--- src/rtl/wfg_wb_decode_pkg.sv ---
// rtl/wfg_wb_decode_pkg.sv - shared state and error-code types for the wishbone page decoder
package wfg_wb_decode_pkg;

  typedef enum logic [1:0] {
    ST_IDLE = 2'd0,
    ST_BUSY = 2'd1,
    ST_RESP = 2'd2,
    ST_ERR  = 2'd3
  } state_e;

  typedef enum logic [1:0] {
    ERR_NONE    = 2'b00,
    ERR_DECODE  = 2'b01,
    ERR_TIMEOUT = 2'b10
  } err_code_e;

endpackage

--- src/rtl/wfg_wb_timeout_cnt.sv ---
// rtl/wfg_wb_timeout_cnt.sv - clear/enable cycle counter flagging the TIMEOUT-th enabled cycle
module wfg_wb_timeout_cnt #(
  parameter int TIMEOUT = 255
) (
  input  logic i_clk,
  input  logic i_rst,
  input  logic i_clr,
  input  logic i_en,
  output logic o_expired
);

  localparam int CW = $clog2(TIMEOUT + 1);

  logic [CW-1:0] r_cnt;

  // Value k during the (k+1)-th enabled cycle, so expiry lands on cycle TIMEOUT.
  assign o_expired = i_en && (r_cnt == CW'(TIMEOUT - 1));

  always_ff @(posedge i_clk) begin
    if (i_rst || i_clr) begin
      r_cnt <= '0;
    end else if (i_en && !o_expired) begin
      r_cnt <= r_cnt + CW'(1);
    end
  end

endmodule

--- src/rtl/wfg_wb_decode.sv ---
// rtl/wfg_wb_decode.sv - registered wishbone page decoder with bus-error and sticky error capture
// Slave-response timeout is built only when WFG_WB_DECODE_TIMEOUT_EN is defined.
module wfg_wb_decode
  import wfg_wb_decode_pkg::*;
#(
  parameter int BUSW      = 32,
  parameter int NSLAVES   = 4,
  parameter int PAGE_LSB  = 4,
  parameter int BASE_PAGE = 1,
  parameter int TIMEOUT   = 255
) (
  input  logic                    wb_clk_i,
  input  logic                    wb_rst_i,
  input  logic                    wbs_cyc_i,
  input  logic                    wbs_stb_i,
  input  logic                    wbs_we_i,
  input  logic [BUSW/8-1:0]       wbs_sel_i,
  input  logic [BUSW-1:0]         wbs_adr_i,
  input  logic [BUSW-1:0]         wbs_dat_i,
  output logic                    wbs_ack_o,
  output logic                    wbs_err_o,
  output logic [BUSW-1:0]         wbs_dat_o,
  output logic [NSLAVES-1:0]      s_stb_o,
  output logic                    s_cyc_o,
  output logic                    s_we_o,
  output logic [BUSW/8-1:0]       s_sel_o,
  output logic [PAGE_LSB-1:0]     s_adr_o,
  output logic [BUSW-1:0]         s_dat_o,
  input  logic [NSLAVES-1:0]      s_ack_i,
  input  logic [NSLAVES*BUSW-1:0] s_dat_i,
  output logic                    err_valid_o,
  output logic [1:0]              err_code_o,
  output logic [BUSW-1:0]         err_adr_o,
  input  logic                    err_clr_i
);

  localparam int PW = BUSW - PAGE_LSB;
  localparam int SW = BUSW / 8;

  generate
    if (BASE_PAGE < 1 || NSLAVES < 1 || NSLAVES > 16 || TIMEOUT < 1) begin : g_param_chk
      $error("wfg_wb_decode: illegal parameter set");
    end
  endgenerate

  state_e              r_state, w_next;
  logic [NSLAVES-1:0]  w_hit_oh;
  logic [BUSW-1:0]     w_rd_dat;
  logic                w_req, w_ack, w_expired;

  logic                r_ack, r_err, r_cyc, r_we, r_err_valid;
  logic [NSLAVES-1:0]  r_stb;
  logic [SW-1:0]       r_sel;
  logic [PAGE_LSB-1:0] r_off;
  logic [BUSW-1:0]     r_wdat, r_rdat, r_adr, r_err_adr;
  err_code_e           r_err_code;

  assign w_req = wbs_cyc_i & wbs_stb_i;
  // r_stb is only non-zero in BUSY, so it doubles as the ack/data select.
  assign w_ack = |(s_ack_i & r_stb);

  always_comb begin
    w_hit_oh = '0;
    for (int i = 0; i < NSLAVES; i++) begin
      w_hit_oh[i] = (wbs_adr_i[BUSW-1:PAGE_LSB] == PW'(BASE_PAGE + i));
    end
  end

  always_comb begin
    w_rd_dat = '0;
    for (int i = 0; i < NSLAVES; i++) begin
      if (r_stb[i]) w_rd_dat = w_rd_dat | s_dat_i[i*BUSW +: BUSW];
    end
  end

`ifdef WFG_WB_DECODE_TIMEOUT_EN
  wfg_wb_timeout_cnt #(.TIMEOUT(TIMEOUT)) u_timeout (
    .i_clk     (wb_clk_i),
    .i_rst     (wb_rst_i),
    .i_clr     (r_state != ST_BUSY),
    .i_en      (r_state == ST_BUSY),
    .o_expired (w_expired)
  );
`else
  assign w_expired = 1'b0;
`endif

  always_ff @(posedge wb_clk_i) begin
    if (wb_rst_i) r_state <= ST_IDLE;
    else          r_state <= w_next;
  end

  // Abort beats a same-cycle ack, and an ack beats a same-cycle expiry.
  always_comb begin
    w_next = r_state;
    unique case (r_state)
      ST_IDLE: if (w_req) w_next = (|w_hit_oh) ? ST_BUSY : ST_ERR;
      ST_BUSY: begin
        if (!wbs_cyc_i)     w_next = ST_IDLE;
        else if (w_ack)     w_next = ST_RESP;
        else if (w_expired) w_next = ST_ERR;
      end
      default: w_next = ST_IDLE;
    endcase
  end

  always_ff @(posedge wb_clk_i) begin
    if (wb_rst_i) begin
      r_ack       <= 1'b0;
      r_err       <= 1'b0;
      r_cyc       <= 1'b0;
      r_stb       <= '0;
      r_we        <= 1'b0;
      r_sel       <= '0;
      r_off       <= '0;
      r_wdat      <= '0;
      r_adr       <= '0;
      r_rdat      <= '0;
      r_err_valid <= 1'b0;
      r_err_code  <= ERR_NONE;
      r_err_adr   <= '0;
    end else begin
      r_ack <= (w_next == ST_RESP);
      r_err <= (w_next == ST_ERR);
      r_cyc <= (w_next == ST_BUSY);
      if (w_next != ST_BUSY) r_stb <= '0;
      if (r_state == ST_IDLE && w_next == ST_BUSY) begin
        r_stb  <= w_hit_oh;
        r_we   <= wbs_we_i;
        r_sel  <= wbs_sel_i;
        r_off  <= wbs_adr_i[PAGE_LSB-1:0];
        r_wdat <= wbs_dat_i;
        r_adr  <= wbs_adr_i;
      end
      if (r_state == ST_BUSY && w_next == ST_RESP && !r_we) r_rdat <= w_rd_dat;
      if (w_next == ST_ERR) begin
        r_err_valid <= 1'b1;
        r_err_adr   <= (r_state == ST_IDLE) ? wbs_adr_i : r_adr;
        r_err_code  <= (r_state == ST_IDLE) ? ERR_DECODE : ERR_TIMEOUT;
      end else if (err_clr_i) begin
        r_err_valid <= 1'b0;
      end
    end
  end

  assign wbs_ack_o   = r_ack;
  assign wbs_err_o   = r_err;
  assign wbs_dat_o   = r_rdat;
  assign s_stb_o     = r_stb;
  assign s_cyc_o     = r_cyc;
  assign s_we_o      = r_we;
  assign s_sel_o     = r_sel;
  assign s_adr_o     = r_off;
  assign s_dat_o     = r_wdat;
  assign err_valid_o = r_err_valid;
  assign err_code_o  = r_err_code;
  assign err_adr_o   = r_err_adr;

endmodule

--- config.mk ---
export PLATFORM = sky130hd
export DESIGN_NAME = wfg_wb_decode
export DESIGN_NICKNAME = d
export VERILOG_FILES = /design/src/rtl/wfg_wb_decode_pkg.sv /design/src/rtl/wfg_wb_timeout_cnt.sv /design/src/rtl/wfg_wb_decode.sv
export SDC_FILE = /design/constraint.sdc
export NUM_CORES = 1
export LEC_CHECK = 0
export CAP_MARGIN = 40
export CORE_ASPECT_RATIO = 2
export CORE_MARGIN = 3
export CORE_UTILIZATION = 35
export DETAILED_ROUTE_END_ITERATION = 8
export PLACE_DENSITY = 0.77
export SLEW_MARGIN = 20
export SYNTH_ARGS = -nofsm -noshare
export SYNTH_HDL_FRONTEND = slang
export SYNTH_SLANG_ARGS = --single-unit
--- constraint.sdc ---
create_clock -name wb_clk_i -period 2.1 [get_ports wb_clk_i]
set_clock_uncertainty 0.2 [all_clocks]
set_input_delay 0.42 -clock wb_clk_i [delete_from_list [all_inputs] [get_ports wb_clk_i]]
set_output_delay 0.42 -clock wb_clk_i [all_outputs]
set_load 0.02 [all_outputs]
==> results of run 1 <==
==> worst max-delay path by stage <==
stage          slack (ns)  cells after the start           from                   endpoint
2_1_floorplan        -0.1                      7   wbs_adr_i[8]    s_dat_o[2]$_SDFFE_PP0P_
3_3_place_gp        -0.76                      8  wbs_adr_i[15]   s_dat_o[12]$_SDFFE_PP0P_
3_5_place_dp        -0.81                      8  wbs_adr_i[15]   s_dat_o[17]$_SDFFE_PP0P_
4_1_cts           -0.0007                      9  wbs_adr_i[18]   s_dat_o[23]$_SDFFE_PP0P_
5_1_grt             -0.04                      7  wbs_adr_i[28]  err_adr_o[0]$_SDFFE_PP0P_
6_report            -0.01                      7   wbs_adr_i[9]  err_adr_o[8]$_SDFFE_PP0P_
==> state kept, by name (all words and copies together) (netlist names) <==
| signal | cells |
|---|---|
| err_adr_o | 32 |
| s_dat_o | 32 |
| wbs_dat_o | 32 |
| s_sel_o | 4 |
| s_stb_o | 4 |
| s_adr_o | 3 |
| err_code_o | 2 |
| r_state | 2 |
| err_valid_o | 1 |
| r_adr | 1 |
| s_cyc_o | 1 |
| s_we_o | 1 |
| wbs_ack_o | 1 |
| wbs_err_o | 1 |
==> metal layers <==
metal  vias up  GRT usage [%]  wire [um]
li1       3407              -          -
met1      3515           29.7       9430
met2       463           51.6      14500
met3       135           8.55       2620
met4         2           23.1       2600
met5         -              0         13
==> synth_stat cells (all sizes together), types with 2 or more instances <==
cell | n | area [sq um]
a211oi | 3 | 35.0
o21a | 2 | 15.0
a311o | 3 | 30.0
a32o | 2 | 20.0
o31ai | 41 | 308
nor4 | 13 | 96.3
or4 | 6 | 56.3
inv | 2 | 7.51
a22oi | 71 | 533
o21ai | 8 | 40.0
a21oi | 45 | 225
nor2b | 27 | 169
nor4bb | 2 | 20.0
nor2 | 42 | 160
a311oi | 32 | 280
a22o | 3 | 26.3
nand3 | 50 | 250
nor3 | 6 | 40.0
clkbuf | 70 | 263
buf | 17 | 111
o21bai | 3 | 22.5
and3 | 6 | 37.5
dfxtp | 117 | 2340
nand2 | 28 | 105
nand4 | 69 | 432
==> worst max-delay path: cells and delay by family <==
| family | cells | cell delay [ns] |
|---|---|---|
| compound gates | 2 | 0.50 |
| buf+inv | 3 | 0.47 |
| simple gates | 2 | 0.86 |
==> final cells by class <==
cell class                      count  area (sq um)
Timing Repair Buffer              447          4590
Antenna cell                        1          2.50
Sequential cell                   117          2340
Multi-Input combinational cell    471          3470
Fill cell                        1197          4600
Clock inverter                      9           128
Tap cell                          201           251
Inverter                            2          7.51
Clock buffer                       21           470
==> kinds of logic (layout without fill, tap and decap cells) <==
kind of cell    after synthesis  after routing  synth area share, %
compound gates              216            217                 27.4
other cells                   0              1                    0
flops                       117            117                 41.1
buf+inv                      89            479                 6.70
simple gates                254            254                 24.7
==> layout by cell type, fill, tap and decap left out, types with 28 or more instances in the layout <==
| cell | synthesis | layout |
|---|---|---|
| sky130_fd_sc_hd__nand3_1 | 50 | 48 |
| sky130_fd_sc_hd__a22oi_1 | 71 | 64 |
| sky130_fd_sc_hd__nand4_1 | 69 | 69 |
| sky130_fd_sc_hd__a21oi_1 | 45 | 43 |
| sky130_fd_sc_hd__nor2_1 | 41 | 40 |
| sky130_fd_sc_hd__a311oi_1 | 32 | 32 |
| sky130_fd_sc_hd__buf_4 | 4 | 85 |
| sky130_fd_sc_hd__dfxtp_1 | 117 | 117 |
| sky130_fd_sc_hd__clkdlybuf4s50_1 | 0 | 288 |
| sky130_fd_sc_hd__o31ai_2 | 0 | 28 |
==> stage by stage <==
stage	std cells	TNS, ns	setup WS (ns)	total power [mW]	utilization, %
3_3_place_gp	1205	-55.47	-0.756	3.16	61.0
5_1_grt	1269	-0.284	-0.0393	6.32	71.0
3_5_place_dp	1205	-57.96	-0.810	3.16	61.0
4_1_cts	1261	-0.000728	-0.000728	6.13	68.8
2_1_floorplan	676	-3.86	-0.0965	2.54	-
6_report	1269	-0.0243	-0.0140	6.14	71.0
==> timing repair <==
action                     CTS  global route
hold buffers                 0             0
cloned                       9             6
setup endpoints to repair   83            87
pin swaps                   41            17
buffers inserted            17             3
resized for setup           95            63
==> power by group through the flow <==
stage | clock network, mW | registers (mW) | logic, mW
6_report | 2.97 | 2.29 | 0.876
5_1_grt | 3.11 | 2.29 | 0.920
4_1_cts | 3.00 | 2.29 | 0.850
3_5_place_dp | 0 | 2.33 | 0.830
3_3_place_gp | 0 | 2.33 | 0.823
2_1_floorplan | 0 | 2.38 | 0.162
==> reports/qor.json, run 1 <==
{
  "setup_path": {
    "critical_path.slowest_cell": "sky130_fd_sc_hd__or4_4",
    "register_to_register_setup_slack_ns": 0.16,
    "critPathCaptureType": "flop",
    "cp_max_fo": 5,
    "crit_path_max_incr_delay_ns": 0.54,
    "critical_path_required_ns": 2.25,
    "timing.setup.critical_path_class": "in2reg",
    "cp_cell_sequence": "clkdlybuf4s15_2 -> or4_4 -> buf_6 -> buf_12 -> a211o_4 -> nor4_2 -> a311o_1",
    "critical_path.startpoint_type": "input port",
    "r2r.worst_path.cells": 5,
    "worst-endpoint-arrival_ns": 2.26,
    "reg2reg_to": "s_dat_o[23]$_SDFFE_PP0P_",
    "critical_path.reg2reg.startpoint": "r_state[0]$_SDFF_PP0_"
  },
  "detailed_routing": {
    "number_of_drc_violations_after_detailed_routing": 0,
    "routed_wirelength_mm": 29.2,
    "ant_nets": 0,
    "routed-via-count": 7522,
    "drt_iter0_drc": 449,
    "via_per_inst": 5.93,
    "dr.pass1.iters": 5,
    "routedWlPerCell_um": 23.0
  },
  "timing": {
    "setup_viol": 2,
    "worst_hold_slack_ns": 0.127,
    "final-max-slew-violation-count": 0,
    "slew_at_the_pin_closest_to_its_max_slew_limit_ns": 0.474,
    "post-route-period-util_pct": 101,
    "finalHoldViolCount": 0,
    "fin_crit_ns": 2.11,
    "fmax_mhz": 473,
    "setup_ws_ns": -0.0140,
    "maxSlewHeadroom_pct": 68.4
  },
  "power_and_ir_drop": {
    "share_clk_of_total_power_pct": 48.4,
    "pwr-share-seq_pct": 37.3,
    "swShare_pct": 23.0,
    "comb_power_share_pct": 14.3,
    "power.static_leakage_nw": 4.03,
    "internal_power_mw": 4.73,
    "power.density_nw_per_um2": 545,
    "switchingPower_mw": 1.41,
    "peakVddDrop_mv": 0.538
  },
  "run_status": {
    "violations": "negative setup slack",
    "run_status": "complete, but fails checks"
  },
  "final_layout": {
    "design.final.nets": 1262,
    "drive_gt1_share_pct": 22.6,
    "post-route-cell-area_sq_um": 11300,
    "layout-area-overhead-vs-synth_pct": 97.6
  },
  "synth": {
    "synth-main-ff-cell": "sky130_fd_sc_hd__dfxtp_1",
    "syn_nets": 882,
    "ys_seq_elements": 117,
    "synth.distinct_cells": 41,
    "async_reset_ff_share_pct": 0,
    "synthCells": 676,
    "synth_edf_count": 0,
    "syn_area_per_cell_sq_um": 8.43,
    "syn_area_sq_um": 5700,
    "seq_area_frac_synth_pct": 41.1,
    "synthesis.yosys.warnings": 0
  },
  "cts": {
    "tritoncts.num_buffers": 17,
    "cts.sinks": 117,
    "clk_pin_slew_ns": 0.06,
    "clock_tree.htree_level_count": 4,
    "clock_tree.root_cell": "sky130_fd_sc_hd__clkbuf_16",
    "maximum_clock_insertion_buffer_count": 2,
    "cts_tree": "yes",
    "clk-insertion-delay-late_ns": 0.41
  },
  "floorplan": {
    "chipHeight_um": 186,
    "area_enclosed_by_the_die_boundary_sq_um": 17900,
    "design.core.area_sq_um": 15900,
    "start_util_pct": 35.9,
    "floorplan.die.width_um": 96.2,
    "top_level_ports": 321,
    "floorplan.rows": 65
  },
  "placed_design": {
    "dp_hpwl_mm": 19.3,
    "globalplace.congestion": 0.865,
    "postPlaceCellArea_sq_um": 9680,
    "io_buffers": 320
  },
  "min_path": {
    "whs_path_depth": 3,
    "tightest_hold_check_type": "in2reg",
    "timing.hold.worst_endpoint": "err_adr_o[31]$_SDFFE_PP0P_",
    "min-delay-start": "wbs_adr_i[31]"
  },
  "global_route": {
    "grt.overflow.total": 0,
    "track_usage_pct": 30.3,
    "grt_antenna_before_repair": 2,
    "grt_pass1_wl_mm": 41.5,
    "grt_start_max_net_pins": 42,
    "vias_in_the_first_global_route": 7430
  },
  "flow_run": {
    "timing.max_cap.violations": 0
  }
}
(Power assumes the default switching activity.)
==> inputs of run 2 (changes only) <==
- PLACE_DENSITY: 0.77 -> 0.76
==> run 2 against run 1 <==
  * The flow still finishes with violations (negative setup slack)
  * Largest power group unchanged
  * Register-to-register slack got worse by 0.03 ns
  * Critical path depth rose by 1
  * Cell count fell by 0.47%
==> reports/qor.json, run 2 (synthesis gave the netlist of run 1 again) <==
{
  "run_status": {
    "run_status": "complete, but fails checks",
    "violations": "negative setup slack"
  },
  "timing": {
    "fin_crit": {"value": 2.13, "unit": "ns", "change": "+0.0139 ns"},
    "maxSlewHeadroom": {"value": 49.4, "unit": "%", "change": "-19 points"},
    "worst_hold_slack": {"value": 0.204, "unit": "ns", "change": "+0.0767 ns"},
    "setup_viol": {"value": 1, "change": "-1"},
    "finalHoldViolCount": {"value": 0, "change": "unchanged"},
    "setup_total_negative_slack": {"value": -0.0279, "unit": "ns", "change": "-0.00357 ns"},
    "slew_at_the_pin_closest_to_its_max_slew_limit": {"value": 0.758, "unit": "ns", "change": "+0.283 ns"},
    "setup_ws": {"value": -0.0279, "unit": "ns", "change": "-0.0139 ns"},
    "fmax": {"value": 470, "unit": "MHz", "change": "-0.65%"},
    "post-route-period-util": {"value": 101, "unit": "%", "change": "+0.66 points"},
    "final-max-slew-violation-count": {"value": 0, "change": "unchanged"}
  },
  "floorplan": {
    "floorplan.rows": {"value": 65, "change": "unchanged"},
    "chipHeight": {"value": 186, "unit": "um", "change": "unchanged"},
    "floorplan.die.width": {"value": 96.2, "unit": "um", "change": "unchanged"},
    "area_enclosed_by_the_die_boundary": {"value": 17900, "unit": "sq um", "change": "unchanged"},
    "start_util": {"value": 35.9, "unit": "%", "change": "unchanged"},
    "design.core.area": {"value": 15900, "unit": "sq um", "change": "unchanged"},
    "top_level_ports": {"value": 321, "change": "unchanged"}
  },
  "setup_path": {
    "cp_cell_sequence": "clkdlybuf4s15_1 -> or4_4 -> nor4_4 -> buf_6 -> buf_8 -> buf_16 -> nand4_1 -> a21oi_1",
    "critical_path.startpoint_type": "input port",
    "critical_path_required": {"value": 2.23, "unit": "ns", "change": "-0.02 ns"},
    "critPathBufInv": {"value": 4, "change": "+1"},
    "cp_max_fo": {"value": 11, "change": "+6"},
    "critical_path.reg2reg.startpoint": "r_state[0]$_SDFF_PP0_",
    "worst-endpoint-arrival": {"value": 2.25, "unit": "ns", "change": "about the same"},
    "path_delay_family": "simple AND/OR/NAND/NOR gates",
    "r2r.worst_path.cells": {"value": 6, "change": "+1"},
    "reg2reg_to": "s_dat_o[22]$_SDFFE_PP0P_",
    "crit_path_max_incr_delay": {"value": 0.57, "unit": "ns", "change": "+0.03 ns"},
    "register_to_register_setup_slack": {"value": 0.13, "unit": "ns", "change": "-0.03 ns"},
    "critPathCaptureType": "flop",
    "timing.setup.critical_path_class": "in2reg",
    "critical_path.slowest_cell": "sky130_fd_sc_hd__or4_4"
  },
  "final_layout": {
    "design.final.nets": {"value": 1254, "change": "-0.63%"},
    "most_frequent_cells_in_the_layout": "sky130_fd_sc_hd__clkdlybuf4s50_1 (289), sky130_fd_sc_hd__dfxtp_1 (117), sky130_fd_sc_hd__buf_4 (81), sky130_fd_sc_hd__nand4_1 (69), sky130_fd_sc_hd__a22oi_1 (65)",
    "drive_gt1_share": {"value": 19.9, "unit": "%", "change": "-2.7 points"},
    "final-seq-area": {"value": 2340, "unit": "sq um", "change": "unchanged"},
    "most_common_cell_after_layout_fill_and_taps_aside": "sky130_fd_sc_hd__clkdlybuf4s50_1",
    "fill_cells": {"value": 1253, "change": "+4.7%"},
    "finish.cell_count_without_fillers": {"value": 1263, "change": "-0.47%"},
    "multi_input_area": {"value": 3260, "unit": "sq um", "change": "-5.9%"},
    "layout-area-overhead-vs-synth_pct": 94.1
  },
  "flow_run": {
    "timing.max_cap.violations": {"value": 0, "change": "unchanged"}
  },
  "global_route": {
    "grt_start_max_net_pins": {"value": 64, "change": "+52%"},
    "grt_antenna_before_repair": {"value": 1, "change": "-1"},
    "track_usage": {"value": 29.0, "unit": "%", "change": "-1.4 points"},
    "grt.overflow.total": {"value": 0, "change": "unchanged"},
    "grt_pass1_wl": {"value": 39.9, "unit": "mm", "change": "-3.7%"},
    "vias_in_the_first_global_route": {"value": 7195, "change": "-3.2%"}
  },
  "power_and_ir_drop": {
    "post-layout-total-power": {"value": 6.15, "unit": "mW", "change": "+0.25%"},
    "power.density": {"value": 557, "unit": "nW/um^2", "change": "+2.1%"},
    "peakVddDrop": {"value": 0.479, "unit": "mV", "change": "-11%"},
    "power.static_leakage": {"value": 3.91, "unit": "nW", "change": "-3.0%"}
  },
  "min_path": {
    "timing.hold.worst_endpoint": "err_adr_o[29]$_SDFFE_PP0P_",
    "min-delay-start": "wbs_adr_i[29]",
    "whs_path_depth": {"value": 4, "change": "+1"},
    "tightest_hold_check_type": "in2reg"
  },
  "detailed_routing": {
    "routedWlPerCell": {"value": 22.5, "unit": "um", "change": "-2.3%"},
    "routed-via-count": {"value": 7377, "change": "-1.9%"},
    "via_per_inst": {"value": 5.84, "change": "-1.5%"},
    "ant_nets": {"value": 0, "change": "unchanged"},
    "number_of_drc_violations_after_detailed_routing": {"value": 0, "change": "unchanged"},
    "dr.pass1.iters": {"value": 5, "change": "unchanged"},
    "drt_iter0_drc": {"value": 332, "change": "-26%"},
    "routed_wirelength": {"value": 28.4, "unit": "mm", "change": "-2.7%"}
  },
  "cts": {
    "cts_tree": "yes",
    "clk_pin_slew": {"value": 0.06, "unit": "ns", "change": "about the same"},
    "clock_tree.root_cell": "sky130_fd_sc_hd__clkbuf_16",
    "maximum_clock_insertion_buffer_count": {"value": 2, "change": "unchanged"},
    "cts.sinks": {"value": 117, "change": "unchanged"},
    "clk-insertion-delay-late": {"value": 0.40, "unit": "ns", "change": "about the same"},
    "tritoncts.num_buffers": {"value": 17, "change": "unchanged"},
    "clock_tree.htree_level_count": {"value": 4, "change": "unchanged"}
  },
  "placed_design": {
    "place_ws": {"value": -0.696, "unit": "ns", "change": "+0.115 ns"},
    "globalplace.congestion": {"value": 0.866, "change": "+0.13%"},
    "io_buffers": {"value": 320, "change": "unchanged"},
    "dp_hpwl": {"value": 18.9, "unit": "mm", "change": "-2.0%"},
    "placedCellCount": {"value": 1199, "change": "-0.50%"}
  }
}
-- run 2: worst max path at each step --
stage                       start                  endpoint  slack [ns]  cells after the start
floorplan            wbs_adr_i[8]   s_dat_o[2]$_SDFFE_PP0P_        -0.1                      7
global placement    wbs_adr_i[15]  s_dat_o[12]$_SDFFE_PP0P_       -0.64                      8
detailed placement  wbs_adr_i[15]  s_dat_o[10]$_SDFFE_PP0P_       -0.70                      8
CTS                  wbs_adr_i[9]   s_sel_o[2]$_SDFFE_PP0P_       0.009                      9
global route        wbs_adr_i[26]  s_dat_o[22]$_SDFFE_PP0P_       -0.08                      8
finish              wbs_adr_i[13]  s_dat_o[22]$_SDFFE_PP0P_       -0.03                      8
-- run 2: area by class of cell --
| type | count | area share [%] |
|---|---|---|
| Tap cell | 201 | 2.27 |
| Antenna cell | 1 | 0.0226 |
| Clock inverter | 12 | 1.39 |
| Clock buffer | 20 | 4.04 |
| Timing Repair Buffer | 440 | 41.5 |
| Multi-Input combinational cell | 470 | 29.5 |
| Sequential cell | 117 | 21.2 |
| Inverter | 2 | 0.0679 |
-- run 2: layer usage --
metal | track usage, % | wire [um] | vias to the layer above
met1 | 29.9 | 9720 | 3541
li1 | - | - | 3385
met2 | 53.1 | 15000 | 370
met3 | 6.98 | 2330 | 81
met5 | 0 | 0 | -
met4 | 12.5 | 1350 | 0
-- run 2: per-stage QoR --
step	util (%)	instance area (sq um)
floorplan	-	5810
global placement	60.8	9640
detailed placement	60.8	9640
CTS	68.2	10800
global route	69.7	11100
finish	69.7	11100
-- run 2: repair_timing --
item | in CTS | in global routing
cloned | 10 | 7
hold buffers | 0 | 0
pin swaps | 35 | 19
buffers inserted | 16 | 2
setup endpoints to repair | 85 | 68
resized for setup | 81 | 28
-- run 2: worst register-to-register path: stages (launching register included) --
cell	delay [ns]
sky130_fd_sc_hd__dfxtp_1	0.35
sky130_fd_sc_hd__or4bb_4	0.60
sky130_fd_sc_hd__nor2_4	0.15
sky130_fd_sc_hd__buf_12	0.14
sky130_fd_sc_hd__clkbuf_16	0.18
sky130_fd_sc_hd__nand4_1	0.12
sky130_fd_sc_hd__a21oi_1	0.17
-- run 2: report_power, final --
| group | internal [mW] | leakage [nW] | switching, mW |
|---|---|---|---|
| clock network | 1.90 | 0.286 | 1.11 |
| registers | 2.26 | 0.947 | 0.0246 |
| logic | 0.526 | 2.68 | 0.335 |
| total | 4.69 | 3.91 | 1.47 |
==> inputs of run 3 (changes only) <==
- ABC_AREA: default -> 0
- CORE_ASPECT_RATIO: 2 -> 0.7
- SLEW_MARGIN: 20 -> default
==> run 3 against run 2 <==
  * The run still ends with negative setup slack left
  * Sequential share of layout area rose by 0.35 points
  * Setup slack improved by 0.016 ns
  * Worst hold slack got worse by 0.095 ns
  * Global-route usage fell by 0.45 points
  * Critical endpoint is now s_dat_o[20]$_SDFFE_PP0P_
  * Largest cell class unchanged
  * Core utilization fell by 0.39 points
==> reports/qor.json, run 3 (synthesis gave the netlist of run 1 again) <==
{
  "timing": {
    "final-max-slew-violation-count": {"value": 0, "change": "unchanged"},
    "maxSlewHeadroom": {"value": 68.5, "unit": "%", "change": "+19 points"},
    "setup_total_negative_slack": {"value": -0.0222, "unit": "ns", "change": "+0.00566 ns"},
    "worst_hold_slack": {"value": 0.109, "unit": "ns", "change": "-0.0950 ns"},
    "fmax": {"value": 474, "unit": "MHz", "change": "+0.76%"},
    "finalHoldViolCount": {"value": 0, "change": "unchanged"},
    "post-route-period-util": {"value": 101, "unit": "%", "change": "-0.76 points"},
    "fin_crit": {"value": 2.11, "unit": "ns", "change": "-0.0160 ns"},
    "slew_at_the_pin_closest_to_its_max_slew_limit": {"value": 0.472, "unit": "ns", "change": "-0.285 ns"},
    "setup_viol": {"value": 3, "change": "+2"},
    "setup_ws": {"value": -0.0119, "unit": "ns", "change": "+0.0160 ns"},
    "rsz0062_at_grt": "true"
  },
  "floorplan": {
    "chipHeight": {"value": 113, "unit": "um", "change": "-40%"},
    "area_enclosed_by_the_die_boundary": {"value": 17900, "unit": "sq um", "change": "-0.38%"},
    "start_util": {"value": 36.3, "unit": "%", "change": "+0.39 points"},
    "design.core.area": {"value": 15700, "unit": "sq um", "change": "-1.1%"},
    "floorplan.die.width": {"value": 158, "unit": "um", "change": "+65%"},
    "top_level_ports": {"value": 321, "change": "unchanged"},
    "floorplan.rows": {"value": 38, "change": "-42%"}
  },
  "run_status": {
    "run_status": "complete, but fails checks",
    "violations": "negative setup slack"
  },
  "setup_path": {
    "reg2reg_to": "wbs_dat_o[29]$_SDFFE_PP0P_",
    "crit_path_max_incr_delay": {"value": 0.56, "unit": "ns", "change": "about the same"},
    "register_to_register_setup_slack": {"value": 0.13, "unit": "ns", "change": "about the same"},
    "critical_path.reg2reg.startpoint": "r_state[0]$_SDFF_PP0_",
    "cp_max_fo": {"value": 21, "change": "+10"},
    "crit_path_start": "wbs_adr_i[16]",
    "critPathCaptureType": "flop",
    "critical_path.slowest_cell": "sky130_fd_sc_hd__or4_4",
    "critical_path.startpoint_type": "input port",
    "cp_cell_sequence": "dlygate4sd2_1 -> or4_4 -> nor4_4 -> buf_6 -> bufbuf_16 -> nand4_1 -> a21oi_1",
    "timing.setup.critical_path_class": "in2reg",
    "cp-endpoint": "s_dat_o[20]$_SDFFE_PP0P_",
    "critical_path_required": {"value": 2.23, "unit": "ns", "change": "about the same"},
    "worst-endpoint-arrival": {"value": 2.24, "unit": "ns", "change": "about the same"},
    "r2r.worst_path.cells": {"value": 5, "change": "-1"}
  },
  "detailed_routing": {
    "number_of_drc_violations_after_detailed_routing": {"value": 0, "change": "unchanged"},
    "ant_nets": {"value": 0, "change": "unchanged"},
    "dr.pass1.iters": {"value": 5, "change": "unchanged"},
    "routed_wirelength": {"value": 27.7, "unit": "mm", "change": "-2.4%"},
    "routedWlPerCell": {"value": 22.3, "unit": "um", "change": "-0.86%"},
    "drt_iter0_drc": {"value": 517, "change": "+56%"},
    "routed-via-count": {"value": 7342, "change": "-0.47%"},
    "via_per_inst": {"value": 5.90, "change": "+1.0%"}
  },
  "cts": {
    "clock_tree.htree_level_count": {"value": 4, "change": "unchanged"},
    "cts_tree": "yes",
    "cts-hold-fix-buffers": {"value": 0, "change": "unchanged"},
    "tritoncts.num_buffers": {"value": 17, "change": "unchanged"},
    "clock_tree.root_cell": "sky130_fd_sc_hd__clkbuf_16",
    "clk_pin_slew": {"value": 0.06, "unit": "ns", "change": "about the same"},
    "cts.sinks": {"value": 117, "change": "unchanged"},
    "maximum_clock_insertion_buffer_count": {"value": 2, "change": "unchanged"},
    "clk-insertion-delay-late": {"value": 0.40, "unit": "ns", "change": "about the same"}
  },
  "power_and_ir_drop": {
    "power.density": {"value": 576, "unit": "nW/um^2", "change": "+3.5%"},
    "peakVddDrop": {"value": 0.515, "unit": "mV", "change": "+7.6%"},
    "power.static_leakage": {"value": 3.85, "unit": "nW", "change": "-1.6%"}
  },
  "global_route": {
    "grt.overflow.total": {"value": 0, "change": "unchanged"},
    "grt_start_max_net_pins": {"value": 42, "change": "-34%"},
    "grt_pass1_wl": {"value": 39.9, "unit": "mm", "change": "unchanged"},
    "track_usage": {"value": 28.5, "unit": "%", "change": "-0.45 points"},
    "vias_in_the_first_global_route": {"value": 6958, "change": "-3.3%"},
    "grt_antenna_before_repair": {"value": 2, "change": "+1"}
  },
  "flow_run": {
    "timing.max_cap.violations": {"value": 0, "change": "unchanged"}
  },
  "final_layout": {
    "drive_gt1_share": {"value": 19.0, "unit": "%", "change": "-0.90 points"},
    "most_common_cell_after_layout_fill_and_taps_aside": "sky130_fd_sc_hd__clkdlybuf4s50_1",
    "most_frequent_cells_in_the_layout": "sky130_fd_sc_hd__clkdlybuf4s50_1 (289), sky130_fd_sc_hd__dfxtp_1 (117), sky130_fd_sc_hd__buf_4 (70), sky130_fd_sc_hd__nand4_1 (69), sky130_fd_sc_hd__a22oi_1 (65)",
    "design.final.nets": {"value": 1236, "change": "-1.4%"},
    "layout-area-overhead-vs-synth_pct": 91.0
  },
  "placed_design": {
    "globalplace.congestion": {"value": 0.845, "change": "-2.4%"},
    "dp_hpwl": {"value": 18.5, "unit": "mm", "change": "-2.1%"},
    "io_buffers": {"value": 320, "change": "unchanged"}
  },
  "min_path": {
    "tightest_hold_check_type": "in2reg"
  }
}
run 3: through the flow:
stage	power, mW	worst slack, ns	util [%]	std cells	instance area, sq um
floorplan	2.54	-0.0965	-	676	5810
global placement	3.14	-0.588	61.0	1186	9570
detailed placement	3.14	-0.591	61.0	1186	9570
CTS	6.29	-0.0490	67.7	1235	10600
global route	6.45	-0.0722	69.3	1244	10900
finish	6.27	-0.0119	69.3	1244	10900
run 3: layout make-up:
class                   count  area [sq um]
inverters                   2          7.51
diodes                      1          2.50
flip-flops and latches    117          2340
well taps                 200           250
multi-input cells         470          3270
fillers                  1194          4810
clock buffers              18           439
clock inverters            14           200
repair buffers            422          4360
run 3: report_power, final:
part / total [mW] / leakage, nW / switching (mW) / internal, mW
clock: 3.14 / 0.303 / 1.11 / 2.03
combinational: 0.841 / 2.60 / 0.323 / 0.518
sequential: 2.29 / 0.947 / 0.0259 / 2.26
total: 6.27 / 3.85 / 1.46 / 4.81
run 3: how the worst min path moves through the flow:
stage	from	to	slack, ns	cells past startpoint
after floorplan	r_adr[3]$_SDFFE_PP0P_	r_adr[3]$_SDFFE_PP0P_	0.24	2
after global placement	err_valid_o$_SDFFE_PP0P_	err_valid_o$_SDFFE_PP0P_	0.24	2
after detailed placement	err_code_o[0]$_SDFFE_PP0P_	err_code_o[0]$_SDFFE_PP0P_	0.26	1
after CTS	wb_rst_i	s_stb_o[3]$_SDFFE_PP0P_	0.1	2
after global routing	wbs_adr_i[8]	err_adr_o[8]$_SDFFE_PP0P_	0.11	2
final	wbs_adr_i[8]	err_adr_o[8]$_SDFFE_PP0P_	0.11	2
run 3: critical path, delay by kind of cell:
kind                   cells  cell delay (ns)
AO/OA/AOI/OAI              1             0.18
buffers and inverters      3             0.72
AND/OR/NAND/NOR            3             0.92
run 3: layer usage:
metal	track usage, %	vias up	routed length (um)
met5	0	-	7
met4	7.05	2	620
met3	8.26	49	2660
met2	47.1	393	13200
met1	36.8	3538	11200
li1	-	3360	-
run 3: repair_timing:
| item | in CTS | in global routing |
|---|---|---|
| setup buffers | 9 | 6 |
| gates resized for setup | 56 | 53 |
| endpoints found under the setup margin | 79 | 80 |
| cloned | 8 | 2 |
| pin swaps | 15 | 28 |
